**config.mk**
```make
export PLATFORM = sky130hd
export DESIGN_NAME = pool_window_gather
export DESIGN_NICKNAME = d
export VERILOG_FILES = /design/src/rtl/pool_window_gather.sv
export SDC_FILE = /design/constraint.sdc
export NUM_CORES = 1
export LEC_CHECK = 0
export CORE_AREA = 2 2 161 281
export CTS_BUF_LIST = sky130_fd_sc_hd__clkbuf_2
export CTS_CLUSTER_DIAMETER = 50
export DETAILED_ROUTE_END_ITERATION = 10
export DIE_AREA = 0 0 163 283
export PLACE_DENSITY_LB_ADDON = 0.2
export SYNTH_ARGS = -nofsm -noshare
export SYNTH_HDL_FRONTEND = slang
export SYNTH_SLANG_ARGS = --single-unit
```
**constraint.sdc**
```tcl
create_clock -name clk -period 4.1 [get_ports clk]
set_clock_uncertainty 0.15 [all_clocks]
set_input_delay 0.82 -clock clk [delete_from_list [all_inputs] [get_ports clk]]
set_output_delay 0.82 -clock clk [all_outputs]
set_load 0.05 [all_outputs]
```
**src/rtl/pool_window_gather.sv**
```systemverilog
// pool_window_gather: buffers one row and emits non-overlapping 2x2 windows (stride 2) on a valid/ready slot.
// Define POOL_WIN_IDX_EN to add win_row/win_col pooled-output coordinates.
module pool_window_gather #(
    parameter int DATA_W = 16,
    parameter int IMG_W  = 28,
    parameter int IMG_H  = 28,
    localparam int WR_W  = (IMG_H > 2) ? $clog2(IMG_H / 2) : 1,
    localparam int WC_W  = (IMG_W > 2) ? $clog2(IMG_W / 2) : 1
) (
    input  logic                clk,
    input  logic                rst_n,
    input  logic                clear,
    input  logic                in_valid,
    output logic                in_ready,
    input  logic [DATA_W-1:0]   in_data,
    output logic                win_valid,
    input  logic                win_ready,
    output logic [4*DATA_W-1:0] win_data,
    output logic                frame_done
`ifdef POOL_WIN_IDX_EN
    ,
    output logic [WR_W-1:0]     win_row,
    output logic [WC_W-1:0]     win_col
`endif
);
    localparam int CW = (IMG_W > 1) ? $clog2(IMG_W) : 1;
    localparam int RW = (IMG_H > 1) ? $clog2(IMG_H) : 1;

    logic [CW-1:0]       col_q, col_d;
    logic [RW-1:0]       row_q, row_d;
    logic [DATA_W-1:0]   hold_q, hold_d;
    logic [DATA_W-1:0]   line_buf [IMG_W];
    logic [4*DATA_W-1:0] win_data_q, win_data_d;
    logic                win_valid_q, win_valid_d;
    logic                frame_done_q, frame_done_d;
    logic                accept, br, last_col, last_row, load;
`ifdef POOL_WIN_IDX_EN
    logic [WR_W-1:0]     win_row_q, win_row_d;
    logic [WC_W-1:0]     win_col_q, win_col_d;
`endif

    always_comb begin
        br           = row_q[0] && col_q[0];
        last_col     = col_q == CW'(IMG_W - 1);
        last_row     = row_q == RW'(IMG_H - 1);
        // only the bottom-right beat can stall; in_ready is held low through reset
        in_ready     = rst_n && !clear && (!br || !win_valid_q || win_ready);
        accept       = in_valid && in_ready;
        load         = accept && br;
        col_d        = clear ? '0 : !accept ? col_q : last_col ? '0 : col_q + CW'(1);
        row_d        = clear ? '0 : !(accept && last_col) ? row_q : last_row ? '0 : row_q + RW'(1);
        hold_d       = (accept && row_q[0] && !col_q[0]) ? in_data : hold_q;
        win_data_d   = load ? {in_data, hold_q, line_buf[col_q], line_buf[col_q - CW'(1)]} : win_data_q;
        win_valid_d  = !clear && (load || (win_valid_q && !win_ready));
        frame_done_d = load && last_row && last_col;
`ifdef POOL_WIN_IDX_EN
        win_row_d    = load ? WR_W'(row_q >> 1) : win_row_q;
        win_col_d    = load ? WC_W'(col_q >> 1) : win_col_q;
`endif
    end

    always_ff @(posedge clk or negedge rst_n) begin
        if (!rst_n) begin
            col_q        <= '0;
            row_q        <= '0;
            hold_q       <= '0;
            win_data_q   <= '0;
            win_valid_q  <= 1'b0;
            frame_done_q <= 1'b0;
`ifdef POOL_WIN_IDX_EN
            win_row_q    <= '0;
            win_col_q    <= '0;
`endif
        end else begin
            col_q        <= col_d;
            row_q        <= row_d;
            hold_q       <= hold_d;
            win_data_q   <= win_data_d;
            win_valid_q  <= win_valid_d;
            frame_done_q <= frame_done_d;
`ifdef POOL_WIN_IDX_EN
            win_row_q    <= win_row_d;
            win_col_q    <= win_col_d;
`endif
        end
    end

    always_ff @(posedge clk) begin
        if (accept && !row_q[0])
            line_buf[col_q] <= in_data;
    end

    assign win_valid  = win_valid_q;
    assign win_data   = win_data_q;
    assign frame_done = frame_done_q;
`ifdef POOL_WIN_IDX_EN
    assign win_row    = win_row_q;
    assign win_col    = win_col_q;
`endif
endmodule
```
# Yosys cells after proc, flatten, opt, wreduce, memory -nomap -nowiden
# Memory sizes are Yosys's and may differ from the RTL's. A register that Yosys moved wholly into a read port is not among the register bits.
# Cells that the tools add are included.
[totals]
reg_bits = 92
latchBits = 0
ram_bits = 448
rom_bits = 0
inputBits = 21
wordCells = 46
n_memories = 1
[op_classes]
add_sub_neg = 3
n_mul = 0
n_div = 0
magnitude_cmp = 0
eq_ne = 2
shift = 0
mux = 8
bitwise_logic = 0
n_reduce_logical = 26
[memory_table]
columns = ["name", "depth", "word_bits", "rd", "rd_clocked_by_memory_dff", "write_ports", "line_no", "source"]
rows = [
  ["line_buf", 28, 16, 2, 2, 1, "32", "logic [DATA_W-1:0] line_buf [IMG_W];"],
]
[ops]
columns = ["operator", "n"]
rows = [
  ["2-to-1 mux 5 bit", 6],
  ["logical AND 1 bit", 13],
  ["adder 5 x 1 -> 5 bit (second input constant)", 2],
  ["equality test 5 bit (second input constant)", 2],
  ["zero test 1 bit", 8],
  ["subtractor 5 x 1 -> 5 bit (second input constant)", 1],
  ["nonzero test 2 bit", 2],
  ["logical OR 1 bit", 3],
  ["2-to-1 mux 1 bit", 2],
]

# Logic depth before layout (Yosys ltp)
[depth]
depth_word = 9
mapped_depth = 14
depth_no_buf = 7

# Worst setup path after synthesis
# OpenSTA, ideal clock, no wires.
[synth_path]
path_kind = "flip-flop to flip-flop"
start = "register col_q[1]"
end = "memory line_buf[24][0] (enable)"
setup_ns = 0.409
t_arrival_ns = 2.778
setup_slack_ns = 0.763
stages_incl_launch_ff = 10
n_path_buf = 5
cell_sequence = "dfrtp_1 -> buf_4 -> buf_6 -> buf_4 -> buf_2 -> inv_1 -> ha_1 -> buf_4 -> nand2_1 -> nor3_1"
[synth_lines]
columns = ["item", "line_no", "source"]
rows = [
  ["start, declared", "29", "logic [CW-1:0] col_q, col_d;"],
  ["start signal, assigned", "75", "col_q <= col_d;"],
  ["end, declared", "32", ""],
]
# No word-level cell before the write port.

# Final worst setup path
[layout_path]
start = "register win_data_q[16] (netlist: win_data[16]) (read register of line_buf)"
end = "output port win_data[16]"
[layout_lines]
columns = ["item", "line_no", "source"]
rows = [
  ["start, declared", "33", "logic [4*DATA_W-1:0] win_data_q, win_data_d;"],
  ["end, declared", "18", "output logic [4*DATA_W-1:0] win_data,"],
]
# No word-level cell between the ends.

==> results.yml <==
setup_path:
  critPathTopFamily: "buffers and inverters"
  slowest_delay_ns: 0.85
  critical_path.cell_chain: "clkdlybuf4s50_1"
  critPathArrivalTime_ns: 2.38
  reg2reg_depth: 8
  crit_path_end_kind: "primary output"
  critPathRequiredTime_ns: 3.13
  critPathMaxFanout: 2
  timing.critical_path.depth: 1
  critical_path.startpoint_type: "flip-flop"
  critPathSlowestCell: "clkdlybuf4s50_1"
  critPathKind: "reg2out"
  crit_buf_inv: 1
sta:
  slew-limit-headroom: 0.167
  unrepaired_setup_endpoints_after_global_routing: "false"
  finalWorstPathRequiredPeriod_ns: 3.35
  timing.final.ws_setup_ns: 0.751
  worst-slew-pin-transition_ns: 1.25
  min_period_over_period: 0.817
  totalNegativeSetupSlack_ns: 0
  finalHoldViolations: 0
  timing_max_transition_violations_final: 0
  fmax_mhz: 299
  setup_viol: 0
synth:
  netlist_instances: 1563
  synthFlopType: "edfxtp_1"
  postSynth.asyncResetShare: 0.170
  share_of_the_yosys_chip_area_belonging_to_registers: 0.638
  synth_cell_type_count: 54
  netlist_top_cells_area: "edfxtp_1 (55%), mux4_2 (14%), dfrtp_1 (9.3%)"
  synth.yosys.warnings: 0
  synth-seq-cells: 540
  syn_avg_cell_area_um2: 15.8
  synth_top_cell_area_share: 0.545
  syn_nets: 1589
  synth.cell_area_um2: 24700
  post-synth-top-area-cell: "edfxtp_1"
  synth-edff-count: 448
global_routing:
  first_pass_grt_wire_length_um: 95200
  grt_max_degree: 84
  grtUsageTotal: 0.280
  number_of_global_route_vias_before_repair: 15900
  gr-total-overflow: 0
  grt_antenna_before_repair: 2
job:
  maxCapViolCount: 0
place:
  routabilityCongestion: 0.876
  placedInstanceArea_um2: 26400
  port_buffers: 87
  dpl_worst_slack_ns: 0.960
  dp_hpwl_um: 42000
routing:
  drt_pre_antenna_iters: 5
  ant_nets: 0
  drt-vias-per-instance: 6.28
  vias: 15100
  drtIter0Drc: 1157
  drcViolationCount: 0
  wl_um: 62700
  post_drt_wl_per_cell_um: 26.1
die:
  die-area_um2: 46100
  die_h_um: 283
  core_area_um2: 44000
  die_width_um: 163
  ioPinCount: 88
  initial_utilization: 0.561
  placement_rows: 102
status:
  run_status: "completed"
clock_tree:
  numCtsBuffers: 112
  clk-insertion-delay-late_ns: 1.09
  clock_sink_count: 540
  cts-htree-levels: 3
  cts_tree: "done"
  cts_max_path_buffers: 3
  cts_root_buf: "clkbuf_2"
  clk_transition_reported_paths_ns: 0.13
pwr:
  p_int_w: 0.00768
  sw_frac_of_total: 0.250
  power.static_leakage_nw: 9.31
  power.share.combinational: 0.080
  power-per-cell-area_nw_per_um2: 372
  power.share.clock: 0.337
  peakVddDrop_mv: 0.368
  seq_power_share: 0.583
  p_sw_w: 0.00257
layout:
  layout.core_utilization: 0.625
  syn2layout_area_growth_pct: 11.6
  final_design_area_no_fill_um2: 27500
  drive_gt1_frac: 0.266
  num-nets-final: 1752
worst_hold_path:
  worst_hold_path_type: "in2async"
-- path summary, 6_finish.rpt --
check / slack (ns) / end / start
setup / recovery: 0.75 / win_data[16] / win_data[16]
hold / removal: 0.06 / col_q[1] / rst_n
setup reg to reg: 1.04 / win_data[6] / col_q[0]
hold reg to reg: 0.31 / win_data[35] / hold_q[3]
max in group asynchronous: 2.19 / win_data[63] / rst_n
min in group clk: 0.16 / win_data[55] / in_data[7]
-- sequential cells by signal, indices dropped and copies added (netlist names) --
signal      flops
line_buf      448
win_data       64
hold_q         16
col_q           5
row_q           5
frame_done      1
win_valid       1
-- cells in the final DEF, fill, tap and decap left out, types with 5 or more instances in the layout --
| cell | netlist | layout |
|---|---|---|
| a221oi_1 | 18 | 18 |
| dfrtp_1 | 92 | 88 |
| nor3_2 | 1 | 10 |
| inv_2 | 0 | 5 |
| buf_12 | 0 | 6 |
| mux2i_1 | 110 | 110 |
| o32a_1 | 7 | 7 |
| o211ai_1 | 9 | 9 |
| bufinv_16 | 0 | 5 |
| a41oi_1 | 15 | 15 |
| o31ai_1 | 15 | 15 |
| o21ai_0 | 30 | 30 |
| buf_4 | 19 | 71 |
| mux2_2 | 41 | 41 |
| nand3_1 | 27 | 27 |
| edfxtp_1 | 448 | 448 |
| nor2b_1 | 6 | 6 |
| clkdlybuf4s50_1 | 0 | 85 |
| o22ai_1 | 12 | 12 |
| nand2_1 | 225 | 225 |
| o221ai_1 | 22 | 22 |
| nor2_1 | 98 | 98 |
| a22oi_1 | 15 | 15 |
| nand2b_1 | 5 | 5 |
| clkinv_1 | 1 | 33 |
| nor3_1 | 15 | 6 |
| clkbuf_2 | 0 | 163 |
| o2111ai_1 | 7 | 7 |
| mux4_2 | 157 | 157 |
| a21oi_1 | 23 | 23 |
| clkinv_2 | 0 | 8 |
-- repair_timing --
| item | 4_1_cts | 5_1_grt |
|---|---|---|
| resized for setup | 0 | 0 |
| hold buffers | 1 | 0 |
| buffers inserted | 0 | 0 |
| hold endpoints to repair | 33 | 0 |
-- synthesized netlist by cell type, types with 2 or more instances --
library cell  count
edfxtp_1        448
nand2_1         225
mux4_2          157
mux2i_1         110
nor2_1           98
dfrtp_1          92
clkbuf_1         42
mux2_2           41
buf_2            39
o21ai_0          30
nand3_1          27
a21oi_1          23
o221ai_1         22
buf_4            19
a221oi_1         18
a22oi_1          15
a41oi_1          15
nor3_1           15
o31ai_1          15
o22ai_1          12
buf_6             9
o211ai_1          9
o2111ai_1         7
o32a_1            7
nor2b_1           6
buf_1             5
ha_1              5
nand2b_1          5
or3_1             5
xnor2_1           5
a211oi_1          4
and2_1            4
inv_1             4
or2_2             3
a31oi_2           2
nand3b_1          2
-- metal layers --
metal | part of all wire | GRT usage | up-vias
li1 | - | - | 6604
met1 | 0.36 | 0.340 | 7673
met2 | 0.54 | 0.500 | 645
met3 | 0.064 | 0.0407 | 147
met4 | 0.035 | 0.112 | 0
met5 | 0 | 0 | -
-- power by group through the flow --
stage / combinational [W] / sequential, W / clock [W]
final: 0.000817 / 0.00598 / 0.00346
after detailed placement: 0.000815 / 0.00610 / 0
after CTS: 0.000819 / 0.00598 / 0.00354
after global placement: 0.000807 / 0.00610 / 0
after floorplan: 0.000487 / 0.00612 / 0
after global routing: 0.000872 / 0.00598 / 0.00382
-- cell type report --
type | instances | area [um2]
Inverter | 5 | 18.8
Clock inverter | 51 | 338
Fill cell | 3305 | 16500
Clock buffer | 163 | 816
Timing Repair Buffer | 163 | 1510
Sequential cell | 540 | 15800
Antenna cell | 3 | 7.51
Tap cell | 572 | 716
Multi-Input combinational cell | 904 | 8360
-- stage by stage --
stage               hold slack [ns]  std cells  power, W
floorplan                     0.283       1563   0.00661
global placement              0.295       2183   0.00691
detailed placement            0.305       2183   0.00692
CTS                          0.0120       2398    0.0103
global route              -0.000952       2401    0.0107
finish                       0.0558       2401    0.0103
-- logic make-up after synthesis --
| kind of cell | count (synthesis) | synth area share |
|---|---|---|
| AO/OA/AOI/OAI | 182 | 0.0538 |
| XOR/XNOR | 7 | 0.00279 |
| AND/OR/NAND/NOR | 402 | 0.0702 |
| flip-flops | 540 | 0.638 |
| multiplexers | 308 | 0.207 |
| buffers and inverters | 119 | 0.0257 |
| adder cells (fa/ha/maj) | 5 | 0.00253 |
No activity file was read; power rests on OpenSTA's default activity.
